===== config.mk =====
export PLATFORM = sky130hd
export DESIGN_NAME = bit_display_scanner
export DESIGN_NICKNAME = d
export VERILOG_FILES = /design/src/rtl/bit_display_scanner.sv
export SDC_FILE = /design/constraint.sdc
export NUM_CORES = 1
export LEC_CHECK = 0
export ABC_AREA = 1
export CAP_MARGIN = 10
export CORE_MARGIN = 8
export CORE_UTILIZATION = 45
export CTS_CLUSTER_DIAMETER = 150
export DETAILED_ROUTE_END_ITERATION = 10
export HOLD_SLACK_MARGIN = 0.03
export PLACE_DENSITY = 0.82
export SYNTH_ARGS = -nofsm -noshare
export SYNTH_HDL_FRONTEND = slang
export SYNTH_SLANG_ARGS = --single-unit

===== constraint.sdc =====
create_clock -name clk -period 1.3 [get_ports clk]
set_input_delay 0.195 -clock clk [delete_from_list [all_inputs] [get_ports clk]]
set_output_delay 0.195 -clock clk [all_outputs]
set_load 0.02 [all_outputs]

===== src/rtl/bit_display_scanner.sv =====
// -----------------------------------------------------------------------------
// bit_display_scanner
//
// Captures a WIDTH-bit word on a ready strobe, applies one of four code
// conversions and holds the result in code_out. The converted bits are shown
// on a time-multiplexed bank of WIDTH seven-segment digits, one digit per bit,
// each digit displaying the glyph '0' or '1'. Each digit stays enabled for
// SCAN_DIV clock cycles before the scan moves on to the next digit.
//
// Conversion modes (selected by mode, sampled together with data_in):
//   0 : pass-through
//   1 : binary -> Gray
//   2 : Gray -> binary
//   3 : excess-3, (d + 3) mod 2^WIDTH
//
// Parameters:
//   WIDTH    : data bits / display digits, 2..16
//   SCAN_DIV : clock cycles per digit, >= 1
//
// Ports:
//   clk       in   system clock, rising edge
//   reset     in   synchronous, active-high reset (highest priority)
//   data_in   in   [WIDTH] word to convert
//   mode      in   [2] conversion select
//   ready     in   load strobe
//   clear     in   blank the display (code_out is kept)
//   lamp_test in   all segments / all digits on (only with the macro below)
//   code_out  out  [WIDTH] registered converted word
//   loaded    out  one-cycle pulse after each load
//   digit_en  out  [WIDTH] one-hot digit enable, bit i shows code_out[i]
//   seg       out  [7] active-high segments, seg[0]=a .. seg[6]=g
//
// Optional feature: define BIT_DISP_LAMP_TEST_EN to add the lamp_test input.
// -----------------------------------------------------------------------------
module bit_display_scanner #(
  parameter int WIDTH    = 4,
  parameter int SCAN_DIV = 1000
) (
  input  logic             clk,
  input  logic             reset,
  input  logic [WIDTH-1:0] data_in,
  input  logic [1:0]       mode,
  input  logic             ready,
  input  logic             clear,
`ifdef BIT_DISP_LAMP_TEST_EN
  input  logic             lamp_test,
`endif
  output logic [WIDTH-1:0] code_out,
  output logic             loaded,
  output logic [WIDTH-1:0] digit_en,
  output logic [6:0]       seg
);

  localparam int IW = $clog2(WIDTH);
  // A one-bit prescaler still works for SCAN_DIV=1: it sits at 0 and wraps
  // every cycle.
  localparam int PW = (SCAN_DIV > 1) ? $clog2(SCAN_DIV) : 1;

  localparam logic [PW-1:0] PRESC_LAST = PW'(SCAN_DIV - 1);
  localparam logic [IW-1:0] INDEX_LAST = IW'(WIDTH - 1);

  localparam logic [6:0] GLYPH_ZERO = 7'b0111111;
  localparam logic [6:0] GLYPH_ONE  = 7'b0000110;

  typedef enum logic {
    BLANK = 1'b0,
    SCAN  = 1'b1
  } state_t;

  state_t          state_q, state_d;
  logic [PW-1:0]   presc_q, presc_d;
  logic [IW-1:0]   index_q, index_d;
  logic [WIDTH-1:0] code_d;
  logic            loaded_d;
  logic [WIDTH-1:0] digit_en_d;
  logic [6:0]      seg_d;

  function automatic logic [WIDTH-1:0] convert(input logic [WIDTH-1:0] d,
                                               input logic [1:0]       m);
    logic [WIDTH-1:0] r;
    r = d;
    unique case (m)
      2'd0: r = d;
      2'd1: r = d ^ (d >> 1);
      2'd2: begin
        r[WIDTH-1] = d[WIDTH-1];
        for (int i = WIDTH - 2; i >= 0; i--) begin
          r[i] = r[i+1] ^ d[i];
        end
      end
      default: r = d + WIDTH'(3);  // carry out of the top bit is dropped
    endcase
    return r;
  endfunction

  // Next-state logic. The display registers are loaded from the *next* index
  // and code so that digit_en/seg line up with code_out on the same cycle,
  // giving digit 0 in the first cycle after a load.
  always_comb begin
    // NOTE: every signal assigned here gets a default first, so no path can
    // leave one unassigned and infer a latch.
    state_d    = state_q;
    presc_d    = presc_q;
    index_d    = index_q;
    code_d     = code_out;
    loaded_d   = 1'b0;
    digit_en_d = '0;
    seg_d      = '0;

    if (clear) begin
      // clear beats ready: no load, display blanks, code_out is retained.
      state_d = BLANK;
      presc_d = '0;
      index_d = '0;
    end else if (ready) begin
      state_d  = SCAN;
      presc_d  = '0;
      index_d  = '0;
      code_d   = convert(data_in, mode);
      loaded_d = 1'b1;
    end else if (state_q == SCAN) begin
      if (presc_q == PRESC_LAST) begin
        presc_d = '0;
        index_d = (index_q == INDEX_LAST) ? '0 : index_q + IW'(1);
      end else begin
        presc_d = presc_q + PW'(1);
      end
    end

    if (state_d == SCAN) begin
      digit_en_d = WIDTH'(1) << index_d;
      seg_d      = code_d[index_d] ? GLYPH_ONE : GLYPH_ZERO;
    end

`ifdef BIT_DISP_LAMP_TEST_EN
    // Lamp test only overrides the display; counters keep running beneath.
    if (lamp_test) begin
      digit_en_d = '1;
      seg_d      = 7'b1111111;
    end
`endif
  end

  // NOTE: sequential state uses non-blocking assignments so every register
  // samples the pre-edge values regardless of statement order.
  always_ff @(posedge clk) begin
    if (reset) begin
      state_q  <= BLANK;
      presc_q  <= '0;
      index_q  <= '0;
      code_out <= '0;
      loaded   <= 1'b0;
      digit_en <= '0;
      seg      <= '0;
    end else begin
      state_q  <= state_d;
      presc_q  <= presc_d;
      index_q  <= index_d;
      code_out <= code_d;
      loaded   <= loaded_d;
      digit_en <= digit_en_d;
      seg      <= seg_d;
    end
  end

endmodule

======== Word-level counts from Yosys, hierarchy flattened ========
Index checks and enable logic that the tools add are counted.
storage, ports and cells
  register bits ........................... 29
  input bits .............................. 10
  output and inout port bits .............. 16
cells by class
  $add $sub $neg .......................... 3
  magnitude comparators ................... 1
  equal/unequal tests ..................... 4
  shift-type cells ........................ 1
  multiplexer cells ....................... 15
  bitwise operators ....................... 5
  reductions and logical operators ........ 4
operator list
  cell                                                                   number
  4-bit case mux with 3 select lines                                     1
  10-bit by 1-bit adder with 10-bit output (second input constant)       1
  10-bit == test (second input constant)                                 1
  10-bit two-way mux                                                     1
  2-bit two-way mux                                                      5
  4-bit two-way mux                                                      2
  6-bit two-way mux                                                      1
  4-bit by 2-bit adder with 4-bit output (second input constant)         1
  2-bit == test (second input constant)                                  2
  1-bit two-way mux                                                      4
  2-bit OR reduction                                                     2
  1-bit by 2-bit << shifter with 4-bit output (first input constant)     1
  4-bit by 3-bit bitwise XOR with 4-bit output                           1
  2-bit by 3-bit < comparator with 1-bit output (second input constant)  1
  3-bit OR reduction                                                     1
  1-bit bitwise XOR                                                      3
  2-bit by 1-bit adder with 2-bit output (second input constant)         1
  1-bit binary-select mux with 2-bit select                              1
  2-bit by 1-bit == test with 1-bit output (second input constant)       1
  2-bit logical NOT                                                      1
  1-bit inverter                                                         1

======== Logic depth before layout (Yosys ltp) ========
  word-level depth ........................ 9
  mapped depth ............................ 12
  depth with buffers taken out ............ 12

======== Worst setup path after synthesis ========
OpenSTA, ideal clock, no wires.
  path kind ............................... register to register
  from .................................... register presc_q[0]
  to ...................................... register seg[4]
  arrival ................................. 1.205 ns
  slack ................................... -0.020 ns
  stages on the path, launching flop included .. 11
  path buffers ............................ 0
  period minus slack after synthesis ...... 1.320 ns
  cells stage by stage .................... dfxtp_1 > ha_1 > nand2_1 > inv_1 > nand3_4 > nand2_2 > nand3_2 > nand3_1 > nor2_1 > nor2_1 > nand2_1
on the way
  word-level cells in the longest chain between the ends .. 8
ends and longest elaborated chain
  element                                    line  source
  start, declared                            71    logic [PW-1:0] presc_q, presc_d;
  start signal, assigned                     157   presc_q <= presc_d;
  10-bit == test                             122   if (presc_q == PRESC_LAST) begin
  2-bit two-way mux                          122
  2-bit two-way mux                          121   end else if (state_q == SCAN) begin
  2-bit two-way mux                          115   end else if (ready) begin
  2-bit two-way mux                          110   if (clear) begin
  1-bit binary-select mux with 2-bit select  132   seg_d = code_d[index_d] ? GLYPH_ONE : GLYPH_ZERO;
  1-bit two-way mux (implied by the code)    132
  6-bit two-way mux                          132
  end signal, assigned                       162   seg <= seg_d;
  end, declared                              51    output logic [6:0] seg
No other way between the ends. The select of a mux whose other input is x is not followed.
A chain may end at the register's enable or synchronous reset.

======== Final worst setup path ========
  from .................................... register presc_q[1]
  to ...................................... register seg[4]
Same word-level chain as after synthesis.

==> implementation parameters <==
Parameter                              Value

Outcome
  Outcome ... complete, but fails checks
  Violations in the final reports ... negative setup slack

Setup path
  Nature of the critical path endpoint ... register
  Worst path most repeated cell ... sky130_fd_sc_hd__nor2_2
  Buffers & Inverters on Critical Path ... 1
  Critical Setup Path Class ... reg2reg
  Critical path, cell by cell ... ha_4, nand2_4, inv_4, nand4_1, nand3_4, nor2_2, nand2_2, nor2_2, nor2_2, nand2_1
  Family with the most delay on the worst path ... simple AND/OR/NAND/NOR gates
  CP max-delay cell ... sky130_fd_sc_hd__dfxtp_4
  Startpoint kind of the worst setup timing path ... register
  Required time worst endpoint ... 1540 ps
  Peak fanout along the critical path ... 4
  Critical path's largest stage delay ... 390 ps
  Arrival time at the worst endpoint ... 1780 ps

Routing
  DR WL/cell ... 13.42 µm
  Total number of vias ... 1420
  Number of optimization iterations in the first detailed-route pass ... 4
  Count of unresolved DRC violations after routing ... 0
  Detailed-route vias per instance ... 4.948
  DRT iter0 DRCs ... 62
  Total wirelength of the detailed-routed design ... 3852 µm
  Antenna viol nets, final ... 0

Synth
  Top cell type by total area after synthesis ... sky130_fd_sc_hd__dfxtp_1
  Synth Net Count ... ~210
  Post-synth top area share ... 35.79%
  Combined area of all synthesized cells ... around 1300 µm²
  Count of flip-flops with a built-in enable after synthesis ... 0
  Yosys warnings ... 0
  Average instance area after synthesis ... 6.992 µm²
  Number of distinct library cell variants in the gate-level netlist after synthesis ... 27
  Register area share after synthesis ... a little over a third
  Ys async rst share ... 0%
  Number of standard cells after synthesis ... 192
  Leading cell type by number of instances after synthesis ... sky130_fd_sc_hd__nand2_1
  Top flip-flop cell by instance count after synthesis ... sky130_fd_sc_hd__dfxtp_1
  Top cells by area in the synthesized netlist ... sky130_fd_sc_hd__dfxtp_1 36%, sky130_fd_sc_hd__nand2_1 10%, sky130_fd_sc_hd__inv_1 8.7%
  Most frequent cells after synthesis ... 36 x sky130_fd_sc_hd__nand2_1, 31 x sky130_fd_sc_hd__inv_1, 27 x sky130_fd_sc_hd__nor2_1
  #FFs+latches synth ... 24

Placed design
  Total instance count after detailed placement ... 278
  Half-perimeter wire length after detailed placement ... 2477 µm
  IO Port Bufs ... 24
  Post-Place Setup Slack ... -525.5 ps
  Final weighted congestion of routability-driven global placement ... between 0.8 and 0.9

Flow run
  Max-cap violation count ... 0

GRT
  Maximum number of pins on one net before global-route repair ... 14
  Global-route wire length before repair ... 5747 µm
  Number of antenna violations at the first check in global routing ... 0
  Total gr overflow ... 0
  GR Util All Layers ... around 14%
  Via count of the first global-routing pass ... 1392

STA
  Minimum period implied by the final worst setup slack ... 1542 ps
  Achievable clock frequency ... 648.4 MHz
  Setup Skew ... 3.623 ps
  Hold violation total from the final report ... 0
  Setup-failing EPs final ... 12
  Share of the clock period used by the worst path after layout ... 118.6%
  Final total negative setup slack ... -1129 ps
  Worst setup slack after layout ... -242.2 ps
  Setup repair after global routing missed its margin ... true
  Final Max Slew Viols ... 0

Min path
  Worst min path class ... in2reg

Clocking
  Hold Buf Count CTS ... 0
  Level count of the clock H-tree ... 1
  Clock slew at the register clock pins of the worst setup and hold paths ... between 100 and 150 ps
  Number of buffers created by CTS ... 3
  Clock Tree Root ... sky130_fd_sc_hd__clkbuf_4
  Max clock buf depth ... 2
  Clk_lat worst skew ... 320 ps
  Clock tree from TritonCTS ... done
  Number of sinks on the clock net ... 24

Power
  Worst vdd rail ir drop ... 0.0005701 V
  Pwr Total ... 0.001449 W
  Leakage Power ... 1.033 nW
  Power density relative to cell area ... roughly 700 nW/µm²

Die
  Placeable core region ... 2953 µm²
  Starting density of the core ... roughly 45%
  Chip width ... between 70 and 80 µm
  Die footprint ... 4987 µm²
  Top-Level Pins ... 26
  Site Rows ... 20
  Y dimension of the die ... just over 70 µm

Final layout
  Utilization of the core after routing ... between 70% and 80%
  Layout Area Growth over Synthesis ... 54.24%
  Count of inserted antenna diode cells ... 0
  Final Instance Count excl. Fillers ... around 290
  Fillcell total ... 216
  Final Net Count ... between 200 and 300
  Share of post-route cells with drive strength above 1 ... a little under 40%
-- where the power goes --
group | total, W | switching (W) | internal (W)
Sequential | 0.000761 | 0.0000109 | 0.000750
Clock | 0.000408 | 0.000236 | 0.000172
Combinational | 0.000280 | 0.000161 | 0.000120
-- worst register-to-register path: cells and delay by family (launching register included) --
kind / cells / cell delay, ps
buffers and inverters: 1 / 80
DFF: 1 / 390
and+or+nand+nor: 8 / 840
adders and majority gates: 1 / 150
-- logic make-up after synthesis --
group           Yosys count  synth area share [%]
simple gates            102                 38.02
buf+inv                  41                 12.86
flops                    24                 35.79
compound gates           16                 6.431
fa+ha+maj                 5                 4.660
xor+xnor                  3                 1.957
other cells               1                0.2793
-- cell type report --
class                      count  area [µm²]  share of cell area [%]
sequential                    24       490.5                   23.69
inverter                      35       133.9                   6.465
timing repair buffer          64       531.8                   25.68
tap                           33       41.29                   1.994
multi-input combinational    127       837.1                   40.42
clock buffer                   4       36.28                   1.752
-- final timing paths --
kind | startpoint | end | slack, ps | depth (start not counted)
worst max-delay path | presc_q[1] | seg[4] | -240 | 10
worst min-delay path | data_in[3] | seg[4] | 490 | 7
worst max register to register | presc_q[1] | seg[4] | -240 | 10
worst min register to register | code_out[0] | code_out[0] | 510 | 2
-- per-stage QoR --
stage          area [µm²]  hold slack [ps]
6_report             2071            489.9
5_1_grt              2071            559.2
3_5_place_dp         1846            489.9
3_3_place_gp         1846            478.4
4_1_cts              1976            508.8
2_1_floorplan        1343            365.8
-- cells in the final DEF (no fill, tap or decap), types with 2 or more instances in the layout --
| cell | count |
|---|---|
| sky130_fd_sc_hd__inv_2 | 7 |
| sky130_fd_sc_hd__o21ai_0 | 5 |
| sky130_fd_sc_hd__nor3_1 | 3 |
| sky130_fd_sc_hd__ha_1 | 2 |
| sky130_fd_sc_hd__buf_4 | 37 |
| sky130_fd_sc_hd__o21ai_1 | 3 |
| sky130_fd_sc_hd__nand3_1 | 10 |
| sky130_fd_sc_hd__buf_6 | 3 |
| sky130_fd_sc_hd__clkdlybuf4s15_1 | 2 |
| sky130_fd_sc_hd__nor2_2 | 11 |
| sky130_fd_sc_hd__nor3b_1 | 3 |
| sky130_fd_sc_hd__clkdlybuf4s50_1 | 3 |
| sky130_fd_sc_hd__nand3_2 | 4 |
| sky130_fd_sc_hd__dlygate4sd2_1 | 14 |
| sky130_fd_sc_hd__nand2_1 | 30 |
| sky130_fd_sc_hd__inv_1 | 27 |
| sky130_fd_sc_hd__nand4_1 | 2 |
| sky130_fd_sc_hd__clkbuf_2 | 2 |
| sky130_fd_sc_hd__dlymetal6s2s_1 | 3 |
| sky130_fd_sc_hd__a21oi_1 | 5 |
| sky130_fd_sc_hd__nand3_4 | 3 |
| sky130_fd_sc_hd__nor3_4 | 2 |
| sky130_fd_sc_hd__ha_4 | 2 |
| sky130_fd_sc_hd__nor2_1 | 18 |
| sky130_fd_sc_hd__nand2_2 | 7 |
| sky130_fd_sc_hd__clkbuf_4 | 3 |
| sky130_fd_sc_hd__nor2_4 | 4 |
| sky130_fd_sc_hd__xor2_1 | 2 |
| sky130_fd_sc_hd__dfxtp_2 | 5 |
| sky130_fd_sc_hd__nand2_4 | 3 |
| sky130_fd_sc_hd__dfxtp_1 | 18 |
-- per-layer routing --
layer | wire length, µm | vias up | GRT usage (%)
met5 | 0 | - | 0
met4 | 128 | 0 | 4.388
met3 | 114 | 13 | 2.401
met2 | 2083 | 38 | 26.49
met1 | 1525 | 659 | 14.47
li1 | - | 710 | -
-- registers in the layout (all words and copies together), names as in the netlist --
signal / flops
code_out: 4
digit_en: 4
index_q: 2
loaded: 1
presc_q: 10
seg: 2
state_q: 1
-- timing repair --
action,4_1_cts,5_1_grt
hold endpoints to repair,0,0
buffers inserted,5,1
pin swaps,9,11
endpoints found under the setup margin,29,23
resized for setup,41,37
Power figures use the tool's default switching activity.
